File: src/rtl/fft_pkg.sv
// -----------------------------------------------------------------------------
// fft_pkg
// Shared definitions for the R2MDC FFT stage controllers. It holds:
//   - the controller state encoding,
//   - a constant-evaluable ceiling log2,
//   - helpers for the per-stage derived constants:
//       HALF   = N/2            sample pairs per frame
//       D      = N >> (STAGE+2) delay-line depth of the stage
//       TW_MOD = N >> (STAGE+1) twiddle index period of the stage
// -----------------------------------------------------------------------------
package fft_pkg;

   typedef enum logic [1:0] {
      IDLE  = 2'd0,
      FILL  = 2'd1,
      RUN   = 2'd2,
      DRAIN = 2'd3
   } state_e;

   // Smallest r with 2**r >= value (0 for value <= 1).
   function automatic int clog2(input int value);
      int r;
      int v;
      r = 0;
      v = 1;
      while (v < value) begin
         v = v << 1;
         r = r + 1;
      end
      return r;
   endfunction

   function automatic int half_of(input int n);
      return n / 2;
   endfunction

   function automatic int dly_of(input int n, input int stage);
      return n >> (stage + 2);
   endfunction

   function automatic int twmod_of(input int n, input int stage);
      return n >> (stage + 1);
   endfunction

endpackage

File: src/rtl/fft_stage_ctrl_if.sv
// -----------------------------------------------------------------------------
// fft_stage_ctrl_if
// Bundle between one stage controller and the datapath it sequences.
// Handshake: in_valid marks a sample pair present in the current cycle and is
// never back-pressured; in_sof is only meaningful when in_valid is high.
// Control outputs are registered and describe the cycle in which they are
// high (dly_en/bf_en are single-cycle strobes, out_valid/out_sof trail bf_en
// by the butterfly latency).
//   master : the stage controller (drives the control outputs)
//   slave  : the sample source / datapath side
// Signals:
//   in_valid, in_sof        pair present / pair is pair 0 of a frame
//   dly_en, sw_sel          delay-line shift strobe, commutator select
//   bf_en, tw_addr          butterfly operands valid, twiddle ROM address
//   out_valid, out_sof      butterfly outputs valid, first butterfly of frame
//   busy, err_sof           controller not idle, protocol-violation pulse
//   dbg_state               controller state for observation
// -----------------------------------------------------------------------------
interface fft_stage_ctrl_if
   import fft_pkg::*;
#(
   parameter int N = 16
);
   localparam int ADDR_W = clog2(N / 2);

   logic              in_valid;
   logic              in_sof;
   logic              dly_en;
   logic              sw_sel;
   logic              bf_en;
   logic [ADDR_W-1:0] tw_addr;
   logic              out_valid;
   logic              out_sof;
   logic              busy;
   logic              err_sof;
   state_e            dbg_state;

   modport master (
      input  in_valid, in_sof,
      output dly_en, sw_sel, bf_en, tw_addr, out_valid, out_sof,
             busy, err_sof, dbg_state
   );

   modport slave (
      output in_valid, in_sof,
      input  dly_en, sw_sel, bf_en, tw_addr, out_valid, out_sof,
             busy, err_sof, dbg_state
   );

endinterface

File: src/rtl/fft_valid_pipe.sv
// -----------------------------------------------------------------------------
// fft_valid_pipe
// LAT-deep register chain carrying {valid, sof} from the butterfly input to its
// output, matching the butterfly's output register depth.
// Ports:
//   clk, rst_n          clock, asynchronous active-low reset
//   valid_i, sof_i      butterfly operands valid / first butterfly of frame
//   valid_o, sof_o      the same, LAT cycles later
// -----------------------------------------------------------------------------
module fft_valid_pipe #(
   parameter int LAT = 1
) (
   input  logic clk,
   input  logic rst_n,
   input  logic valid_i,
   input  logic sof_i,
   output logic valid_o,
   output logic sof_o
);

   logic [LAT-1:0] valid_q;
   logic [LAT-1:0] sof_q;

   always_ff @(posedge clk or negedge rst_n) begin
      if (!rst_n) begin
         valid_q <= '0;
         sof_q   <= '0;
      end else begin
         valid_q[0] <= valid_i;
         // sof is only meaningful alongside valid.
         sof_q[0]   <= sof_i & valid_i;
         for (int i = 1; i < LAT; i++) begin
            valid_q[i] <= valid_q[i-1];
            sof_q[i]   <= sof_q[i-1];
         end
      end
   end

   assign valid_o = valid_q[LAT-1];
   assign sof_o   = sof_q[LAT-1];

endmodule

File: src/rtl/fft_stage_ctrl.sv
// -----------------------------------------------------------------------------
// fft_stage_ctrl
// Sequencing controller for one radix-2 butterfly stage of an R2MDC FFT.
// It counts delay-line ticks within a frame, strobes the delay-line shift,
// selects the commutator, flags butterfly operand cycles with their twiddle
// address, and flushes the delay line at the end of each frame.
// Ports:
//   clk, rst_n   clock, asynchronous active-low reset
//   bus          fft_stage_ctrl_if.master (inputs in_valid/in_sof, all
//                control outputs and the state for observation)
// Frame timeline (tick index t, 0 .. HALF+D-1):
//   t <  D      FILL   load the delay line only
//   D <= t < HALF RUN  butterfly j = t-D per accepted pair
//   t >= HALF   DRAIN  flush ticks, butterflies j = HALF-D .. HALF-1
// A new frame may start during DRAIN; its pairs are counted in a separate
// pending counter and the last flush tick hands over to FILL or RUN.
// -----------------------------------------------------------------------------
module fft_stage_ctrl
   import fft_pkg::*;
#(
   parameter int N      = 16,
   parameter int STAGE  = 0,
   parameter int BF_LAT = 1
) (
   input  logic             clk,
   input  logic             rst_n,
   fft_stage_ctrl_if.master bus
);

   localparam int HALF   = half_of(N);
   localparam int D      = dly_of(N, STAGE);
   localparam int TW_MOD = twmod_of(N, STAGE);
   localparam int ADDR_W = clog2(HALF);
   localparam int CNT_W  = clog2(N);
   // D is a power of two, so (t / D) mod 2 is a single bit of t.
   localparam int SW_BIT = clog2(D);

   localparam logic [CNT_W-1:0] D_CNT      = CNT_W'(D);
   localparam logic [CNT_W-1:0] LAST_FILL  = CNT_W'(D - 1);
   localparam logic [CNT_W-1:0] LAST_PAIR  = CNT_W'(HALF - 1);
   localparam logic [CNT_W-1:0] LAST_FLUSH = CNT_W'(HALF + D - 1);
   localparam logic [CNT_W-1:0] ONE_CNT    = CNT_W'(1);
   // Pair 0 of a frame is the last fill tick only when D == 1.
   localparam state_e AFTER_SOF = (D == 1) ? RUN : FILL;

   // State and counters
   state_e            state_q, state_d;
   logic [CNT_W-1:0]  tcnt_q, tcnt_d;   // next tick index of the current frame
   logic              pend_q, pend_d;   // next frame started during DRAIN
   logic [CNT_W-1:0]  pcnt_q, pcnt_d;   // pairs of that next frame so far

   // Per-cycle decisions from the next-state logic
   logic              tick;
   logic              bf_tick;
   logic              err_now;
   logic [CNT_W-1:0]  tick_idx;
   logic [CNT_W-1:0]  j;

   // Registered outputs
   logic              dly_en_q, dly_en_d;
   logic              sw_sel_q, sw_sel_d;
   logic              bf_en_q, bf_en_d;
   logic [ADDR_W-1:0] tw_addr_q, tw_addr_d;
   logic              bf_sof_q, bf_sof_d;
   logic              err_sof_q, err_sof_d;

   // ---------------------------------------------------------------- state reg
   always_ff @(posedge clk or negedge rst_n) begin
      if (!rst_n) begin
         state_q   <= IDLE;
         tcnt_q    <= '0;
         pend_q    <= 1'b0;
         pcnt_q    <= '0;
         dly_en_q  <= 1'b0;
         sw_sel_q  <= 1'b0;
         bf_en_q   <= 1'b0;
         tw_addr_q <= '0;
         bf_sof_q  <= 1'b0;
         err_sof_q <= 1'b0;
      end else begin
         state_q   <= state_d;
         tcnt_q    <= tcnt_d;
         pend_q    <= pend_d;
         pcnt_q    <= pcnt_d;
         dly_en_q  <= dly_en_d;
         sw_sel_q  <= sw_sel_d;
         bf_en_q   <= bf_en_d;
         tw_addr_q <= tw_addr_d;
         bf_sof_q  <= bf_sof_d;
         err_sof_q <= err_sof_d;
      end
   end

   // --------------------------------------------------------------- next state
   always_comb begin
      state_d  = state_q;
      tcnt_d   = tcnt_q;
      pend_d   = pend_q;
      pcnt_d   = pcnt_q;
      tick     = 1'b0;
      bf_tick  = 1'b0;
      err_now  = 1'b0;
      tick_idx = tcnt_q;

      unique case (state_q)
         IDLE: begin
            if (bus.in_valid) begin
               if (bus.in_sof) begin
                  tick     = 1'b1;
                  tick_idx = '0;
                  tcnt_d   = ONE_CNT;
                  state_d  = AFTER_SOF;
               end else begin
                  err_now = 1'b1;
               end
            end
         end

         FILL, RUN: begin
            if (bus.in_valid) begin
               tick = 1'b1;
               if (bus.in_sof) begin
                  // Abandon the current frame; this pair restarts the count.
                  err_now  = 1'b1;
                  tick_idx = '0;
                  tcnt_d   = ONE_CNT;
                  state_d  = AFTER_SOF;
               end else begin
                  tcnt_d = tcnt_q + ONE_CNT;
                  if (state_q == FILL) begin
                     if (tcnt_q == LAST_FILL) state_d = RUN;
                  end else begin
                     bf_tick = 1'b1;
                     if (tcnt_q == LAST_PAIR) state_d = DRAIN;
                  end
               end
            end
         end

         DRAIN: begin
            // Every DRAIN cycle shifts the delay line and issues a butterfly.
            tick    = 1'b1;
            bf_tick = 1'b1;
            tcnt_d  = tcnt_q + ONE_CNT;
            if (bus.in_valid) begin
               if (bus.in_sof) begin
                  // A second sof while a next frame is already filling is the
                  // same violation as sof during FILL: restart its count.
                  err_now = pend_q;
                  pend_d  = 1'b1;
                  pcnt_d  = ONE_CNT;
               end else if (pend_q) begin
                  pcnt_d = pcnt_q + ONE_CNT;
               end else begin
                  err_now = 1'b1;
               end
            end
            if (tcnt_q == LAST_FLUSH) begin
               if (pend_d) begin
                  // Hand the overlapped fill count to the next frame.
                  tcnt_d  = pcnt_d;
                  state_d = (pcnt_d >= D_CNT) ? RUN : FILL;
               end else begin
                  tcnt_d  = '0;
                  state_d = IDLE;
               end
               pend_d = 1'b0;
               pcnt_d = '0;
            end
         end

         default: begin
            state_d = IDLE;
         end
      endcase
   end

   // ------------------------------------------------------------------ outputs
   always_comb begin
      dly_en_d  = tick;
      bf_en_d   = bf_tick;
      err_sof_d = err_now;
      sw_sel_d  = sw_sel_q;
      tw_addr_d = tw_addr_q;
      bf_sof_d  = 1'b0;
      j         = tick_idx - D_CNT;

      if (tick) begin
         sw_sel_d = tick_idx[SW_BIT];
      end
      if (bf_tick) begin
         tw_addr_d = ADDR_W'((32'(j) % TW_MOD) << STAGE);
         bf_sof_d  = (j == '0);
      end
   end

   fft_valid_pipe #(
      .LAT (BF_LAT)
   ) u_valid_pipe (
      .clk     (clk),
      .rst_n   (rst_n),
      .valid_i (bf_en_q),
      .sof_i   (bf_sof_q),
      .valid_o (bus.out_valid),
      .sof_o   (bus.out_sof)
   );

   assign bus.dly_en    = dly_en_q;
   assign bus.sw_sel    = sw_sel_q;
   assign bus.bf_en     = bf_en_q;
   assign bus.tw_addr   = tw_addr_q;
   assign bus.err_sof   = err_sof_q;
   assign bus.busy      = (state_q != IDLE);
   assign bus.dbg_state = state_q;

endmodule

File: src/flat_wrapper.sv
// flat-port wrapper written by rule: the top's interface ports become plain ports
module fft_stage_ctrl_flat import fft_pkg::*;
#(
   parameter int N      = 16,
   parameter int STAGE  = 0,
   parameter int BF_LAT = 1
)
  (clk, rst_n, bus_in_valid, bus_in_sof, bus_dly_en, bus_sw_sel, bus_bf_en, bus_tw_addr, bus_out_valid, bus_out_sof, bus_busy, bus_err_sof, bus_dbg_state);
  fft_stage_ctrl_if #(.N(N)) bus_i ();
  input  logic clk;
  input  logic rst_n;
  input wire logic [$bits(bus_i.in_valid)-1:0] bus_in_valid;
  input wire logic [$bits(bus_i.in_sof)-1:0] bus_in_sof;
  output wire logic [$bits(bus_i.dly_en)-1:0] bus_dly_en;
  output wire logic [$bits(bus_i.sw_sel)-1:0] bus_sw_sel;
  output wire logic [$bits(bus_i.bf_en)-1:0] bus_bf_en;
  output wire logic [$bits(bus_i.tw_addr)-1:0] bus_tw_addr;
  output wire logic [$bits(bus_i.out_valid)-1:0] bus_out_valid;
  output wire logic [$bits(bus_i.out_sof)-1:0] bus_out_sof;
  output wire logic [$bits(bus_i.busy)-1:0] bus_busy;
  output wire logic [$bits(bus_i.err_sof)-1:0] bus_err_sof;
  output wire logic [$bits(bus_i.dbg_state)-1:0] bus_dbg_state;
  assign bus_i.in_valid = bus_in_valid;
  assign bus_i.in_sof = bus_in_sof;
  assign bus_dly_en = bus_i.dly_en;
  assign bus_sw_sel = bus_i.sw_sel;
  assign bus_bf_en = bus_i.bf_en;
  assign bus_tw_addr = bus_i.tw_addr;
  assign bus_out_valid = bus_i.out_valid;
  assign bus_out_sof = bus_i.out_sof;
  assign bus_busy = bus_i.busy;
  assign bus_err_sof = bus_i.err_sof;
  assign bus_dbg_state = bus_i.dbg_state;
  fft_stage_ctrl #(.N(N), .STAGE(STAGE), .BF_LAT(BF_LAT)) u_core (.clk(clk), .rst_n(rst_n), .bus(bus_i));
endmodule
File: config.mk
export PLATFORM = sky130hd
export DESIGN_NAME = fft_stage_ctrl_flat
export DESIGN_NICKNAME = d
export VERILOG_FILES = /design/src/rtl/fft_pkg.sv /design/src/rtl/fft_stage_ctrl_if.sv /design/src/rtl/fft_valid_pipe.sv /design/src/rtl/fft_stage_ctrl.sv /design/src/flat_wrapper.sv
export SDC_FILE = /design/constraint.sdc
export NUM_CORES = 1
export LEC_CHECK = 0
export BUFFER_PORTS_ARGS = -buffer_cell sky130_fd_sc_hd__buf_2
export CAP_MARGIN = 10
export CORE_UTILIZATION = 30
export DETAILED_ROUTE_END_ITERATION = 16
export PLACE_DENSITY = 0.44
export SLEW_MARGIN = 20
export SYNTH_ARGS = -nofsm -noshare
export SYNTH_HDL_FRONTEND = slang
export SYNTH_HIERARCHICAL = 1
export SYNTH_SLANG_ARGS = --single-unit
File: constraint.sdc
create_clock -name clk -period 2.1 [get_ports clk]
set_input_delay 0.21 -clock clk [delete_from_list [all_inputs] [get_ports clk]]
set_output_delay 0.21 -clock clk [all_outputs]
set_load 0.005 [all_outputs]
* After elaboration in Yosys (flattened, before gate mapping) *
Cells that the tools add are included.

storage, ports and cells
  register bits = 21
  bits of input ports = 4
  word-level logic and storage cells = 81

cells by class
  add/sub/neg operators = 3
  $lt $le $gt $ge = 1
  eq/ne operators = 12
  muxes and demuxes = 45
  bitwise logic cells = 1
  reduce and logical (&&, ||, !) cells = 7

operators by type and width
  operator               number
  $mux W4                14
  $mux W2                10
  $mux W1                16
  $pmux W4 S3            1
  $add A4 B1 Y4 const B  2
  $ne A2 B2 Y1 const B   3
  $pmux W1 S3            2
  $pmux W2 S3            1
  $reduce_and A6 Y1      1
  $eq A2 B2 Y1 const B   2
  $eq A4 B2 Y1 const B   1
  $eq A4 B3 Y1 const B   1
  $eq A4 B4 Y1 const B   1
  $ge A4 B3 Y1 const B   1
  $logic_not A4 Y1       1
  $ne A4 B2 Y1 const B   1
  $ne A4 B4 Y1 const B   1
  $sub A4 B3 Y4 const B  1
  $reduce_and A3 Y1      1
  $reduce_or A3 Y1       1
  $eq A2 B1 Y1 const B   1
  $logic_not A2 Y1       1
  $ne A2 B1 Y1 const B   1
  $pmux W1 S2            1
  other kinds (3)        3

* Longest topological paths before layout *
Gate-level depths: netlist (run 1).

  depth in word-level cells = 10
  mapped depth = 8

* Modules after synthesis *
The synthesis (run 1) kept the hierarchy.

by module, submodules not included
  module          times used  cells an instance  area an instance (µm²)  sequential area each (µm²)
  fft_stage_ctrl  1           124                1191.1                  475.5
  fft_valid_pipe  1           3                  56.3                    50.0

* Worst setup path before layout (run 1) *
Ideal clock, no wire load.

  kind = reg2reg
  from = reg u_core.state_q[0], in the netlist u_core/bus.dbg_state[0]
  to = reg u_core.state_q[0], in the netlist u_core/bus.dbg_state[0]
  setup time = 0.136 ns
  arrival = 1.764 ns
  data required time = 1.964 ns
  path slack = 0.199 ns
  cell stages (with the launch flop) = 8
  buffers on the path = 0
  clock period less this slack = 1.901 ns
  cell sequence = dfrtp_1 -> inv_1 -> ha_1 -> nor2_1 -> o22ai_2 -> a211o_1 -> a2111oi_2 -> a22oi_1

between the ends
  word-level cells in the longest chain between the ends = 5
  elaborated cells on any way between the ends = 16

RTL lines
  what                      line                                          source
  start: declaration        fft_stage_ctrl.sv:47                          state_e state_q, state_d;
  start signal: assignment  fft_stage_ctrl.sv:81                          state_q <= state_d;
  $eq A2 B1 Y1              fft_stage_ctrl.sv:105, fft_stage_ctrl.sv:130
  $mux W2                   fft_stage_ctrl.sv:130                         if (state_q == FILL) begin
  $mux W2                   fft_stage_ctrl.sv:122                         if (bus.in_sof) begin
  $mux W2                   fft_stage_ctrl.sv:120                         if (bus.in_valid) begin
  $pmux W2 S3               fft_stage_ctrl.sv:105                         unique case (state_q)

Several ways; a longest one is shown, not always the timed one. The select of a mux whose other input is x is not followed.
A chain may end at the register's enable or synchronous reset.

* Worst setup path after layout (run 1) *
  from = reg u_core.state_q[0], in the netlist u_core/bus.dbg_state[0]
  to = reg u_core.state_q[1], in the netlist u_core/bus.dbg_state[1]

The elaborated chain is that of the path after synthesis.

==> metrics.csv, run 1 <==
metric,value,unit
peakVddDrop,469,uV
wirelength,3.13,mm
cpPeakStageDelay,0.42,ns
cp.arrival,2.20,ns
finalMaxSlewViolations,0,
clockBufferDepth,2,
worstMarginPinSlew,0.496,ns
vias,1066,
start_util,31.2,%
final_common_cell,dfrtp_1,
dp.cells,194,
max_freq,498,MHz
final_cells,201,
fillCellCount,406,
antenna_cells,0,
netlist_area,0.00125,sq mm
final_nets,164,
fin_skew,0.00410,ns
cts-buffers-inserted,3,
final_cell_mix,"21 x dfrtp_1, 15 x buf_2, 11 x o21ai_0",
powerDensity,1290,mW/mm^2
leakage,0.688,nW
synth_cell_types,43,
avgSynthCellArea,9.82,sq um
grt_util_all_layers,15.8,%
die_h,66.5,um
cts_htree_levels,1,
cts_tree,yes,
gp_congestion,0.816,
grt_pass1_wl,5.10,mm
drive_above_1_share,26.5,%
synth.ff_latch_count,21,
timing.max_cap.violations,0,
period_share,95.6,%
dpl.hpwl,2.28,mm
end_kind,register,
wl_per_cell,15.6,um
std_cell_rows,23,
dr.pass1.iters,4,
period_needed,2.01,ns
slowest_stage,dfrtp_1,
cts.sinks,21,
path_clk_slew,0.09,ns
grt_max_degree,22,
setup_viol,0,
clk_latency,0.26,ns
multi_input_area,706,sq um
die_width,66.5,um
first_global_vias,1018,
clockRootBuffer,clkbuf_8,
ys.flop_type,dfrtp_1,
startpoint_type,register,
finalPower,0.00196,W
antenna_found_initial,0,
post-place-ws,0.0757,ns
core-area,0.00400,sq mm
area_delta_synth_final,22.1,%
crit_chain,inv_2 -> ha_2 -> nor2_2 -> o22ai_4 -> a211o_4 -> or3_1 -> o21ai_1,
setup_ws,0.0919,ns
setup_tns,0,ns
synth_cells,127,
drc_errors,0,
drt_iter0_drc,48,
grt_overflow,0,
synth_nets,139,
synth_edf_count,0,
design.die.area,0.00442,sq mm
ys_seq_area_share,42.1,%
io_pins,16,
regArea,526,sq um
critPathKind,reg -> reg,
via_per_inst,5.30,
portBuffers,15,
relSlewSlack,66.9,%
outcome,finished clean,
cp_num_buf_inv,1,
hold_violations,0,
worstPathMaxFanout,7,
cp.required,2.29,ns
critical_path.top_delay_family,compound AO/OA/AOI/OAI gates,
synth_warnings,6,
async_flop_share,100,%
ant_nets,0,
hold_class,reg -> reg,
[area by class of cell]
cell class / count / share of cell area [%]
clock buffers: 3 / 2.71
clock inverters: 1 / 0.329
inverters: 10 / 2.47
multi-input cells: 92 / 46.3
flip-flops and latches: 21 / 34.5
well taps: 50 / 4.11
repair buffers: 24 / 9.53
[worst register-to-register path, cell delays in order (launching register included)]
cell	delay [ns]
dfrtp_1	0.42
inv_2	0.10
ha_2	0.33
nor2_2	0.16
o22ai_4	0.12
a211o_4	0.36
or3_1	0.32
o21ai_1	0.12
[final timing paths]
| path | startpoint | end | slack [ns] | depth (start not counted) |
|---|---|---|---|---|
| worst max-delay path | u_core/bus.dbg_state[0] | u_core/bus.dbg_state[1] | 0.09 | 7 |
| worst min-delay path | u_core/bus.bf_en | u_core/u_valid_pipe/valid_o | 0.39 | 0 |
| worst max register to register | u_core/bus.dbg_state[0] | u_core/bus.dbg_state[1] | 0.09 | 7 |
| worst min register to register | u_core/bus.bf_en | u_core/u_valid_pipe/valid_o | 0.39 | 0 |
| max in group asynchronous | rst_n | u_core/bus.err_sof | 1.33 | 2 |
| min in group asynchronous | rst_n | u_core/bus.dbg_state[0] | 0.43 | 2 |
[where the power goes]
group	switching [W]	total, W	internal [W]
registers	0.000128	0.000666	0.000537
logic	0.000554	0.00102	0.000463
clock network	0.000146	0.000279	0.000132
total	0.000828	0.00196	0.00113
[layer usage]
layer | track usage [%] | share of wire [%]
met1 | 20.9 | 47
met2 | 25.4 | 48
met3 | 3.60 | 3.0
met4 | 4.79 | 1.4
met5 | 0 | 0
[through the flow]
step           util, %  hold WS (ns)  area [sq um]
2_1_floorplan        -       -0.0856          1250
3_3_place_gp      35.3         0.210          1410
3_5_place_dp      35.3         0.213          1410
4_1_cts           36.7         0.399          1470
5_1_grt           38.1         0.407          1520
6_report          38.1         0.391          1520
[state kept, by name, indices dropped and copies added, names as in the netlist]
signal	flops
u_core/tcnt_q	4
u_core/u_valid_pipe/sof_o	1
u_core/pcnt_q	4
u_core/bus.bf_en	1
u_core/bus.err_sof	1
u_core/bus.dbg_state	2
u_core/bus.tw_addr	3
u_core/u_valid_pipe/valid_o	1
u_core/pend_q	1
u_core/bf_sof_q	1
u_core/bus.dly_en	1
u_core/bus.sw_sel	1
[cells in the mapped netlist (all sizes together) (3+ instances only)]
cell type | number | area (sq um)
inv | 10 | 37.5
or3 | 3 | 18.8
mux2i | 4 | 40.0
nand2 | 10 | 37.5
a21oi | 9 | 45.0
o2bb2ai | 3 | 26.3
o21ai | 12 | 60.1
nor2 | 6 | 22.5
dfrtp | 21 | 526
ha | 8 | 100
a2111oi | 3 | 32.5
[repair_timing]
item	4_1_cts	5_1_grt
buffers inserted	0	2
hold endpoints to repair	21	0
endpoints found under the setup margin	0	4
resized for setup	0	8
hold buffers	1	0
[kinds of logic after synthesis]
logic type               after synthesis  share of synthesized area, %
AO/OA/AOI/OAI                         42                          23.5
AND/OR/NAND/NOR                       35                          15.7
flip-flops                            21                          42.1
buffers and inverters                 14                          4.61
adder cells (fa/ha/maj)                8                          8.02
multiplexers                           6                          5.32
XOR/XNOR                               1                         0.702
Note: power is estimated with default switching activity, not from simulation.
==> inputs of run 2 (changes only) <==
--- a/config.mk
+++ b/config.mk
@@ -7,9 +7,10 @@
 export LEC_CHECK = 0
 export BUFFER_PORTS_ARGS = -buffer_cell sky130_fd_sc_hd__buf_2
 export CAP_MARGIN = 10
-export CORE_UTILIZATION = 30
+export CORE_UTILIZATION = 40
 export DETAILED_ROUTE_END_ITERATION = 16
-export PLACE_DENSITY = 0.44
+export PLACE_DENSITY = 0.56
+export SETUP_SLACK_MARGIN = 0.15
 export SLEW_MARGIN = 20
 export SYNTH_ARGS = -nofsm -noshare
 export SYNTH_HDL_FRONTEND = slang
==> metrics.csv, run 2 (synthesis gave the netlist of run 1 again) <==
metric,value,unit
outcome,"finished, violations left",
violations,design-rule violations,
worstMarginPinSlew,0.521,ns
fin_worst_hold_slack,0.372,ns
drc_errors,2,
std_cell_rows,19,
grt_util_all_layers,18.6,%
peakVddDrop,721,uV
critPathKind,reg -> reg,
cp.required,2.33,ns
timing.max_cap.violations,0,
hold_violations,0,
period_needed,1.92,ns
first_global_vias,997,
multi_input_area,726,sq um
drt_iter0_drc,40,
final_cell_mix,"20 x dfrtp_1, 15 x buf_2, 15 x buf_4",
clockRootBuffer,clkbuf_4,
grt_max_degree,22,
clockBufferDepth,2,
core-area,0.00285,sq mm
final_common_cell,dfrtp_1,
io_pins,16,
relSlewSlack,65.2,%
grt_pass1_wl,4.79,mm
antenna_found_initial,0,
ant_nets,0,
final_nets,171,
path_clk_slew,0.13,ns
max_freq,520,MHz
cts.sinks,21,
die_h,57.8,um
cts_tree,yes,
end_kind,register,
start_util,43.7,%
gp_congestion,0.827,
portBuffers,15,
drive_above_1_share,31.6,%
area_delta_synth_final,24.6,%
cp.arrival,2.15,ns
setup_viol,0,
grt_overflow,0,
setup_tns,0,ns
finalMaxSlewViolations,0,
period_share,91.6,%
regArea,527,sq um
dpl.hpwl,2.02,mm
leakage,0.709,nW
cts-buffers-inserted,3,
startpoint_type,register,
dr.pass1.iters,10,
via_per_inst,5.84,
rsz0062_at_grt,no,
design.die.area,0.00335,sq mm
worstPathMaxFanout,9,
hold_class,in -> async,
clk_latency,0.30,ns
antenna_cells,0,
wl_per_cell,15.9,um
fin_skew,0.0116,ns
vias,1104,
cts_htree_levels,1,
wirelength,3.01,mm
die_width,57.8,um
powerDensity,1300,mW/mm^2
fillCellCount,257,
run 2: worst max-delay path, cell delays in order, from the launching register on:
cell	delay (ns)
dfrtp_1	0.44
inv_2	0.11
ha_4	0.23
nor2_2	0.15
o22ai_4	0.14
or4_1	0.58
o21ai_0	0.20
run 2: timing repair:
item / in CTS / in global routing
pin swaps: 1 / 3
gates resized for setup: 4 / 11
endpoints found under the hold margin: 21 / 0
hold buffers: 1 / 0
endpoints found under the setup margin: 5 / 4
buffers inserted: 3 / 7
run 2: area by class of cell:
class	instances	share of cell area, %
Inverter	10	2.42
Clock inverter	1	0.322
Sequential cell	21	33.9
Clock buffer	3	1.45
Timing Repair Buffer	31	12.7
Tap cell	31	2.50
Multi-Input combinational cell	92	46.7
run 2: stage by stage:
stage          instances  total power (W)  setup slack, ns  utilization [%]  area, sq um
3_5_place_dp         174          0.00155           0.0512             48.3         1380
5_1_grt              189          0.00218           0.0919             54.5         1550
4_1_cts              182          0.00185            0.195             51.2         1460
2_1_floorplan        127          0.00125            0.199                -         1250
3_3_place_gp         174          0.00154            0.149             48.3         1380
6_report             189          0.00202            0.177             54.5         1550
run 2: metal layers:
layer	global-route usage, %	share of wire (%)	vias to the layer above
li1	-	-	532
met1	26.6	45	533
met2	29.4	50	35
met3	3.57	4.3	4
met4	4.42	0.93	0
met5	0	0	-
run 2: power by group:
part / switching (W) / total (W) / internal, W
combinational: 0.000610 / 0.00116 / 0.000552
clock: 0.000127 / 0.000198 / 0.0000708
sequential: 0.000122 / 0.000661 / 0.000539
total: 0.000859 / 0.00202 / 0.00116
run 2: path summary, 6_finish.rpt:
kind	to	startpoint	slack [ns]	cells after the start
worst max-delay path	u_core/tcnt_q[1]	u_core/bus.dbg_state[0]	0.18	6
worst min-delay path	u_core/tcnt_q[2]	rst_n	0.37	2
worst max register to register	u_core/tcnt_q[1]	u_core/bus.dbg_state[0]	0.18	6
worst min register to register	u_core/u_valid_pipe/valid_o	u_core/bus.bf_en	0.40	0
max in group asynchronous	u_core/tcnt_q[0]	rst_n	1.39	2
min in group clk	u_core/pend_q	bus_in_sof	0.39	4
==> inputs of run 3 (changes only) <==
--- a/config.mk
+++ b/config.mk
@@ -5,11 +5,11 @@
 export SDC_FILE = /design/constraint.sdc
 export NUM_CORES = 1
 export LEC_CHECK = 0
-export BUFFER_PORTS_ARGS = -buffer_cell sky130_fd_sc_hd__buf_2
 export CAP_MARGIN = 10
 export CORE_UTILIZATION = 40
 export DETAILED_ROUTE_END_ITERATION = 16
-export PLACE_DENSITY = 0.56
+export DONT_BUFFER_PORTS = 1
+export PLACE_DENSITY = 0.51
 export SETUP_SLACK_MARGIN = 0.15
 export SLEW_MARGIN = 20
 export SYNTH_ARGS = -nofsm -noshare
==> metrics.csv, run 3 (synthesis gave the netlist of run 1 again) <==
metric,value,unit
io_pins,16,
critPathKind,reg -> reg,
violations,design-rule violations,
leakage,0.618,nW
post-place-ws,0.147,ns
path_clk_slew,0.12,ns
worstMarginPinSlew,0.511,ns
setup_ws,0.217,ns
fillCellCount,272,
via_per_inst,5.95,
final_common_cell,dfrtp_1,
cp.required,2.34,ns
hold_violations,0,
start_util,43.7,%
die_h,57.8,um
drc_errors,1,
std_cell_rows,19,
relSlewSlack,66.0,%
fin_skew,0.0115,ns
timing.max_cap.violations,0,
postLayoutCoreUtil,49.8,%
wl_per_cell,16.4,um
setup_tns,0,ns
clk_latency,0.31,ns
clockRootBuffer,clkbuf_4,
fin_worst_hold_slack,0.0917,ns
hold_class,in -> reg,
dpl.hpwl,2.01,mm
max_freq,531,MHz
cp.arrival,2.12,ns
cts.sinks,21,
end_kind,register,
area_delta_synth_final,13.9,%
grt_max_degree,22,
finalMaxSlewViolations,0,
gp_congestion,0.893,
grt_overflow,0,
grt_util_all_layers,17.9,%
rrSetupSlack,0.22,ns
drt_iter0_drc,56,
period_needed,1.88,ns
final_nets,150,
cts_htree_levels,1,
powerDensity,1300,mW/mm^2
core-area,0.00285,sq mm
ant_nets,0,
setup_viol,0,
period_share,89.7,%
peakVddDrop,515,uV
antenna_found_initial,0,
die_width,57.8,um
vias,1000,
cts_tree,yes,
final_cell_mix,"21 x dfrtp_1, 11 x o21ai_0, 10 x nand2_1",
design.die.area,0.00335,sq mm
rsz0062_at_grt,yes,
cts-buffers-inserted,3,
outcome,"finished, violations left",
portBuffers,0,
grt_pass1_wl,4.57,mm
first_global_vias,997,
wirelength,2.76,mm
dr.pass1.iters,10,
clockBufferDepth,2,
antenna_cells,0,
drive_above_1_share,17.5,%
finalPower,0.00184,W
startpoint_type,register,
worstPathMaxFanout,7,
-- run 3: cell types whose count changed in the layout (fill, tap and decap cells not counted), sizes merged --
| cell | delta |
|---|---|
| buf | -21 |
| clkbuf | +1 |
| clkinv | -1 |
-- run 3: final cells by class --
class | instances | area (sq um) | area share [%]
timing repair buffer | 10 | 75.1 | 5.28
multi-input combinational | 92 | 718 | 50.5
sequential | 21 | 526 | 37.0
inverter | 10 | 37.5 | 2.64
tap | 31 | 38.8 | 2.73
clock buffer | 4 | 26.3 | 1.85
-- run 3: stage by stage --
step / area, sq um / instances
CTS: 1370 / 165
global placement: 1310 / 160
floorplan: 1250 / 127
global route: 1420 / 168
finish: 1420 / 168
detailed placement: 1310 / 160
-- run 3: worst max-delay path: stages (launching register included) --
cell and delay (ns):
dfrtp_1 0.49, inv_1 0.12, ha_1 0.21, nand2_1 0.07, o211ai_1 0.17, a2111oi_1 0.46
o21ai_0 0.13, o211ai_1 0.16
-- run 3: report_power, final --
part	leakage [nW]	total (W)	internal (W)	switching (W)
logic	0.332	0.000971	0.000445	0.000526
registers	0.271	0.000676	0.000538	0.000138
clock network	0.0150	0.000197	0.0000742	0.000123
-- run 3: path summary, 6_finish.rpt --
check / depth (start not counted) / from / to
setup / recovery: 7 / u_core/pend_q / u_core/tcnt_q[2]
hold / removal: 2 / bus_in_sof / u_core/bus.err_sof
setup reg to reg: 7 / u_core/pend_q / u_core/tcnt_q[2]
hold reg to reg: 0 / u_core/bus.bf_en / u_core/u_valid_pipe/valid_o
max in group asynchronous: 2 / rst_n / u_core/pcnt_q[1]
min in group asynchronous: 2 / rst_n / u_core/bus.dbg_state[0]
-- run 3: what timing repair did --
item	in CTS	in global routing
pin swaps	0	1
resized for setup	3	7
hold endpoints to repair	21	21
hold buffers	1	1
setup buffers	0	2
setup endpoints to repair	2	5
-- run 3: layer usage --
layer,vias to the layer above,GRT usage [%],wire [um]
li1,486,-,-
met1,475,23.9,1250
met2,32,28.6,1280
met3,7,5.13,189
met4,0,4.42,33
met5,-,0,0
